**src/rtl/fifo_pkg.sv**
```systemverilog
// Shared constants and helpers for the packet FIFO family.
// Latency: n/a (package only).
// Backpressure: n/a (package only).
package fifo_pkg;

    // PACKET_MODE encodings
    localparam int MODE_STREAM   = 0;
    localparam int MODE_PACKET   = 1;

    // WRITE_WHEN_FULL encodings
    localparam int WWF_STALL     = 0;
    localparam int WWF_OVERWRITE = 1;

    // Ceiling log2 for sizing address buses from entry counts
    function automatic int clog2(input int value);
        int result;
        result = 0;
        for (int i = 0; i < 31; i++) begin
            if ((1 << i) < value) begin
                result = i + 1;
            end
        end
        return result;
    endfunction

endpackage

```
**src/rtl/fifo_ram.sv**
```systemverilog
// Simple dual-port storage array for the packet FIFO, no reset on contents.
// Latency: write lands on the rising edge, read is combinational (async).
// Backpressure: none; the caller gates wr_en.
module fifo_ram
    import fifo_pkg::*;
#(
    parameter int WIDTH = 9,
    parameter int DEPTH = 256,
    localparam int AW   = clog2(DEPTH)
) (
    input  logic             clk,
    input  logic             wr_en,
    input  logic [AW-1:0]    wr_addr,
    input  logic [WIDTH-1:0] wr_data,
    input  logic [AW-1:0]    rd_addr,
    output logic [WIDTH-1:0] rd_data
);

    logic [WIDTH-1:0] mem [DEPTH];

    // Synchronous write port
    always_ff @(posedge clk) begin
        if (wr_en) begin
            mem[wr_addr] <= wr_data;
        end
    end

    assign rd_data = mem[rd_addr];

endmodule

```
**src/rtl/packet_fifo.sv**
```systemverilog
// Stream FIFO with optional store-and-forward packet mode and optional overwrite-oldest.
// Latency: an accepted word is visible on the output the cycle after acceptance.
// Backpressure: in_tready drops when full (unless overwriting); output holds while out_tready is low.
module packet_fifo
    import fifo_pkg::*;
#(
    parameter int DATA_WIDTH      = 8,
    parameter int DEPTH_EXP       = 8,
    parameter int PACKET_MODE     = 0,
    parameter int WRITE_WHEN_FULL = 0,
    parameter int AFULL_LEVEL     = 2**DEPTH_EXP - 4,
    parameter int AEMPTY_LEVEL    = 4
) (
    input  logic                  clk,
    input  logic                  reset,
    input  logic                  in_tvalid,
    output logic                  in_tready,
    input  logic                  in_tlast,
    input  logic [DATA_WIDTH-1:0] in_tdata,
    output logic                  out_tvalid,
    input  logic                  out_tready,
    output logic                  out_tlast,
    output logic [DATA_WIDTH-1:0] out_tdata,
    output logic [DEPTH_EXP:0]    num_used,
    output logic [DEPTH_EXP:0]    num_free,
    output logic [DEPTH_EXP:0]    pkt_count,
    output logic                  almost_full,
    output logic                  almost_empty,
    output logic                  overflow,
    output logic                  oversize
);

    localparam int PW    = DEPTH_EXP + 1;
    localparam int DEPTH = 2**DEPTH_EXP;
    localparam logic [PW-1:0] DEPTH_CNT  = PW'(DEPTH);
    localparam logic [PW-1:0] AFULL_CNT  = PW'(AFULL_LEVEL);
    localparam logic [PW-1:0] AEMPTY_CNT = PW'(AEMPTY_LEVEL);
    localparam logic [PW-1:0] PTR_ONE    = PW'(1);
    localparam bit IS_PACKET     = (PACKET_MODE == MODE_PACKET);
    localparam bit CAN_OVERWRITE = (WRITE_WHEN_FULL != WWF_STALL);

    // Overwrite would break packet boundaries, and the watermarks must not overlap
    if (PACKET_MODE == MODE_PACKET && WRITE_WHEN_FULL == WWF_OVERWRITE) begin : g_err_mode
        $error("packet_fifo: WRITE_WHEN_FULL=1 is illegal with PACKET_MODE=1");
    end
    if (AEMPTY_LEVEL >= AFULL_LEVEL) begin : g_err_level
        $error("packet_fifo: AEMPTY_LEVEL must be below AFULL_LEVEL");
    end

    // Pointers carry one extra wrap bit so full and empty are distinguishable
    logic [PW-1:0]         top;
    logic [PW-1:0]         bottom;
    logic [PW-1:0]         pkt_cnt;
    logic [PW-1:0]         pkt_nxt;
    logic                  overflow_q;
    logic                  oversize_q;
    logic                  escape_q;
    logic                  full;
    logic                  empty;
    logic                  esc_now;
    logic                  wr_acc;
    logic                  rd_acc;
    logic                  discard;
    logic                  pop;
    logic [DATA_WIDTH:0]   rd_entry;

    assign num_used = top - bottom;
    assign num_free = DEPTH_CNT - num_used;
    assign full     = (num_used == DEPTH_CNT);
    assign empty    = (num_used == '0);

    // A full FIFO holding no tlast can never complete a packet, so let it drain
    assign esc_now  = IS_PACKET && full && (pkt_cnt == '0);

    assign in_tready  = !full || CAN_OVERWRITE;
    assign out_tvalid = !empty && (!IS_PACKET || (pkt_cnt != '0) || escape_q || esc_now);

    assign wr_acc  = in_tvalid && in_tready;
    assign rd_acc  = out_tvalid && out_tready;
    // Only a write into a full FIFO with no concurrent read drops the oldest word
    assign discard = wr_acc && full && !rd_acc;
    assign pop     = rd_acc || discard;

    assign out_tdata    = rd_entry[DATA_WIDTH-1:0];
    assign out_tlast    = rd_entry[DATA_WIDTH];
    assign pkt_count    = pkt_cnt;
    assign almost_full  = (num_used >= AFULL_CNT);
    assign almost_empty = (num_used <= AEMPTY_CNT);
    assign overflow     = overflow_q;
    assign oversize     = oversize_q;

    // Next packet count: tlast written in, tlast leaving the bottom (read or discarded)
    always_comb begin
        pkt_nxt = pkt_cnt;
        if (wr_acc && in_tlast) begin
            pkt_nxt = pkt_nxt + PTR_ONE;
        end
        if (pop && out_tlast) begin
            pkt_nxt = pkt_nxt - PTR_ONE;
        end
    end

    // Pointer and packet-count state
    always_ff @(posedge clk or posedge reset) begin
        if (reset) begin
            top     <= '0;
            bottom  <= '0;
            pkt_cnt <= '0;
        end else begin
            if (wr_acc) begin
                top <= top + PTR_ONE;
            end
            if (pop) begin
                bottom <= bottom + PTR_ONE;
            end
            pkt_cnt <= pkt_nxt;
        end
    end

    // Sticky error flags and the oversize escape, which lasts until a tlast leaves
    always_ff @(posedge clk or posedge reset) begin
        if (reset) begin
            overflow_q <= 1'b0;
            oversize_q <= 1'b0;
            escape_q   <= 1'b0;
        end else begin
            overflow_q <= overflow_q | discard;
            oversize_q <= oversize_q | esc_now;
            if (pop && out_tlast) begin
                escape_q <= 1'b0;
            end else if (esc_now) begin
                escape_q <= 1'b1;
            end
        end
    end

    fifo_ram #(
        .WIDTH (DATA_WIDTH + 1),
        .DEPTH (DEPTH)
    ) u_ram (
        .clk     (clk),
        .wr_en   (wr_acc),
        .wr_addr (top[DEPTH_EXP-1:0]),
        .wr_data ({in_tlast, in_tdata}),
        .rd_addr (bottom[DEPTH_EXP-1:0]),
        .rd_data (rd_entry)
    );

endmodule

```
**config.mk**
```make
export PLATFORM = sky130hd
export DESIGN_NAME = packet_fifo
export DESIGN_NICKNAME = d
export VERILOG_FILES = /design/src/rtl/fifo_pkg.sv /design/src/rtl/fifo_ram.sv /design/src/rtl/packet_fifo.sv
export SDC_FILE = /design/constraint.sdc
export NUM_CORES = 2
export LEC_CHECK = 0
export CAP_MARGIN = 5
export CORE_UTILIZATION = 33
export DETAILED_ROUTE_END_ITERATION = 8
export PLACE_DENSITY = 0.46
export SYNTH_ARGS = -nofsm -noshare
export SYNTH_HDL_FRONTEND = slang
export SYNTH_SLANG_ARGS = --single-unit
```
**constraint.sdc**
```tcl
create_clock -name clk -period 10.5 [get_ports clk]
set_clock_uncertainty 0.2 [all_clocks]
set_input_delay 3.15 -clock clk [delete_from_list [all_inputs] [get_ports clk]]
set_output_delay 3.15 -clock clk [all_outputs]
set_load 0.1 [all_outputs]
```
==> flow_summary.json <==
{
  "drt_iter0_drc": 4345,
  "dp_hpwl_um": 150300,
  "clock_path_buffers": 4,
  "port_buffers": 53,
  "ant_nets": 0,
  "drc": 0,
  "cts_setup_buffers": 0,
  "path_max_fanout": 31,
  "power.total_w": 0.02960,
  "final_cell_area_um2": 105000,
  "synth_enable_flop_cells": 2304,
  "leakagePower_nw": 32.07,
  "cts.sinks": 2332,
  "syn_area_um2": 90580,
  "ys.warnings.count": 0,
  "yosysTopAreaCell": "edfxtp_1",
  "critPathCaptureType": "primary output",
  "cpPeakStageDelay_ns": 1.09,
  "start_util_pct": 33.31,
  "drt_wl_total_um": 252000,
  "vias_per_cell": 5.280,
  "grt_overflow": 0,
  "die_w_um": 525.9,
  "ys_types": 55,
  "nNetsFinal": 4208,
  "regArea_um2": 69900,
  "finalSetupTns_ns": 0,
  "antenna_found_initial": 12,
  "grt_start_max_net_pins": 150,
  "core_um2": 272000,
  "maxSlewHeadroom_pct": 15.57,
  "first_pass_iters": 5,
  "ff2ff_path_depth": 16,
  "cts_resized": 0,
  "hold_ws_ns": 0.1792,
  "period_needed_ns": 9.698,
  "synth_top_area_share_pct": 76.38,
  "period_share_pct": 92.37,
  "slowest_stage": "dfrtp_4",
  "synth.most_common_cell": "edfxtp_1",
  "multi_input_area_um2": 19780,
  "maxCapViolations": 0,
  "grt_usage_pct": 18.19,
  "clock.fmax_mhz": 103.1,
  "status": "complete, no violations",
  "worstSkewPairLatency_ns": 0.93,
  "clkSlewWorstSetupHoldPaths_ns": 0.06,
  "area_growth_pct": 15.87,
  "vias": 41960,
  "rows": 191,
  "cp.required_ns": 7.15,
  "gp_congestion": 0.7662,
  "clockRootBuffer": "clkbuf_16",
  "cp.arrival_ns": 6.35,
  "drive_gt1_share_pct": 30.31,
  "power_density_nw_per_um2": 282.1,
  "syn-mean-instance-area_um2": 23.38,
  "die_area_um2": 276600,
  "fin_ws_ns": 0.8017,
  "hold_violations": 0,
  "yosys-top-cells-count": "edfxtp_1, mux4_2, nor2_1, clkbuf_1, buf_2",
  "ys_seq_elements": 2332,
  "wire_per_inst_um": 31.71,
  "path_cells": "buf_4 > mux4_2 > mux4_2 > mux4_2 > a22oi_1 > nand2_1 > clkdlybuf4s50_1",
  "min_path_cells": 0,
  "fillers": 24160,
  "grt_pass1_vias": 43620,
  "placed_area_um2": 96480,
  "criticalPathCategory": "flop to primary output",
  "ctsHoldBuffers": 0,
  "startpoint_type": "flop",
  "die_y_um": 525.9,
  "grt_setup_unrepaired": "false",
  "synthCells": 3875,
  "dp_slack_ns": 1.705,
  "tightest_slew_ns": 1.262,
  "ir_drop_uv": 433.2,
  "synthTopCellsByArea": "edfxtp_1, mux4_2, nor2_1",
  "synth-async-reset-ratio_pct": 1.201,
  "setup_viol_count_final": 0,
  "io_pins": 55,
  "hp-class": "flop to flop",
  "numCtsBuffers": 278,
  "synth_fp_nets": 3908,
  "grt_pass1_wl_um": 353700,
  "h-tree-depth": 5,
  "drv_slew": 0,
  "synth_ff_type": "edfxtp_1",
  "worst_path_most_repeated_cell": "mux4_2",
  "seq_area_frac_synth_pct": 77.15,
  "cts_tree": "yes"
}
layer usage:
metal | global-route usage [%] | part of all wire (%) | vias up
met5 | 0 | 0 | -
met4 | 4.869 | 2.6 | 0
met3 | 2.678 | 4.5 | 342
met2 | 29.55 | 49 | 1135
met1 | 25.53 | 44 | 23360
li1 | - | - | 17120
report_power, final:
group / internal (W) / switching (W)
sequential: 0.0104 / 0.000235
combinational: 0.00385 / 0.00604
clock: 0.00539 / 0.00373
worst paths after layout:
kind,startpoint,slack (ns),endpoint
max in group asynchronous,reset,7.31,bottom[1]
worst min register to register,overflow,0.18,overflow
min in group asynchronous,reset,2.40,pkt_count[0]
worst max register to register,bottom[0],3.55,u_ram.mem[242][6]
worst max-delay path,bottom[0],0.80,out_tdata[2]
worst min-delay path,overflow,0.18,overflow
state kept, by name, indices dropped and copies added, names as in the netlist:
signal	flops
overflow	1
bottom	9
pkt_count	9
top	9
u_ram.mem	2304
kinds of logic (layout without fill, tap and decap cells):
kind of cell               count (synthesis)  count (layout)  share of synthesized area, %
and+or+nand+nor                          409             409                         1.891
other                                      1               6                      0.004140
xor gates and xnor gates                  46              46                        0.4448
muxes                                    748             748                         18.35
DFF                                     2332            2332                         77.15
buffers and inverters                    237             733                         1.243
adders and majority gates                 20              20                        0.2845
AOI/OAI and AO/OA                         82              82                        0.6271
metrics by stage:
stage | utilization, % | std cells
5_1_grt | 38.59 | 7942
3_5_place_dp | 35.48 | 7463
2_1_floorplan | - | 3875
3_3_place_gp | 35.48 | 7463
4_1_cts | 38.58 | 7939
6_report | 38.59 | 7946
area by class of cell:
cell class | count | share of cell area (%)
multi-input combinational | 1306 | 18.84
clock inverter | 126 | 1.026
timing repair buffer | 237 | 2.145
clock buffer | 350 | 7.027
antenna | 5 | 0.01192
sequential | 2332 | 66.60
tap | 3570 | 4.256
inverter | 20 | 0.09537
worst max-delay path, delay by kind of cell, from the launching register on:
| family | cells | cell delay (ns) |
|---|---|---|
| buffers and inverters | 2 | 1.64 |
| muxes | 3 | 1.73 |
| AOI/OAI and AO/OA | 1 | 0.57 |
| DFF | 1 | 1.09 |
| and+or+nand+nor | 1 | 0.33 |
placed cells by master (no fill, tap or decap), types with 6 or more instances in the layout:
cell type / n
clkdlybuf4s50_1: 42
nand2_1: 45
nand3_2: 12
nor2b_1: 12
nor2_1: 275
o21ai_0: 11
clkinv_2: 33
clkinvlp_4: 8
clkbuf_16: 285
clkinv_1: 58
nor3_1: 9
xor2_1: 7
xnor2_1: 34
nand4_1: 9
dfrtp_1: 24
mux4_2: 730
bufinv_16: 18
inv_1: 14
nand3_1: 12
ha_1: 16
buf_8: 8
nand2b_1: 6
edfxtp_1: 2304
mux2i_1: 16
buf_12: 24
buf_4: 162
clkbuf_1: 65
o22ai_1: 12
a22oi_1: 23
nor2_2: 6
a21oi_1: 9
No activity file was read; power rests on OpenSTA's default activity.
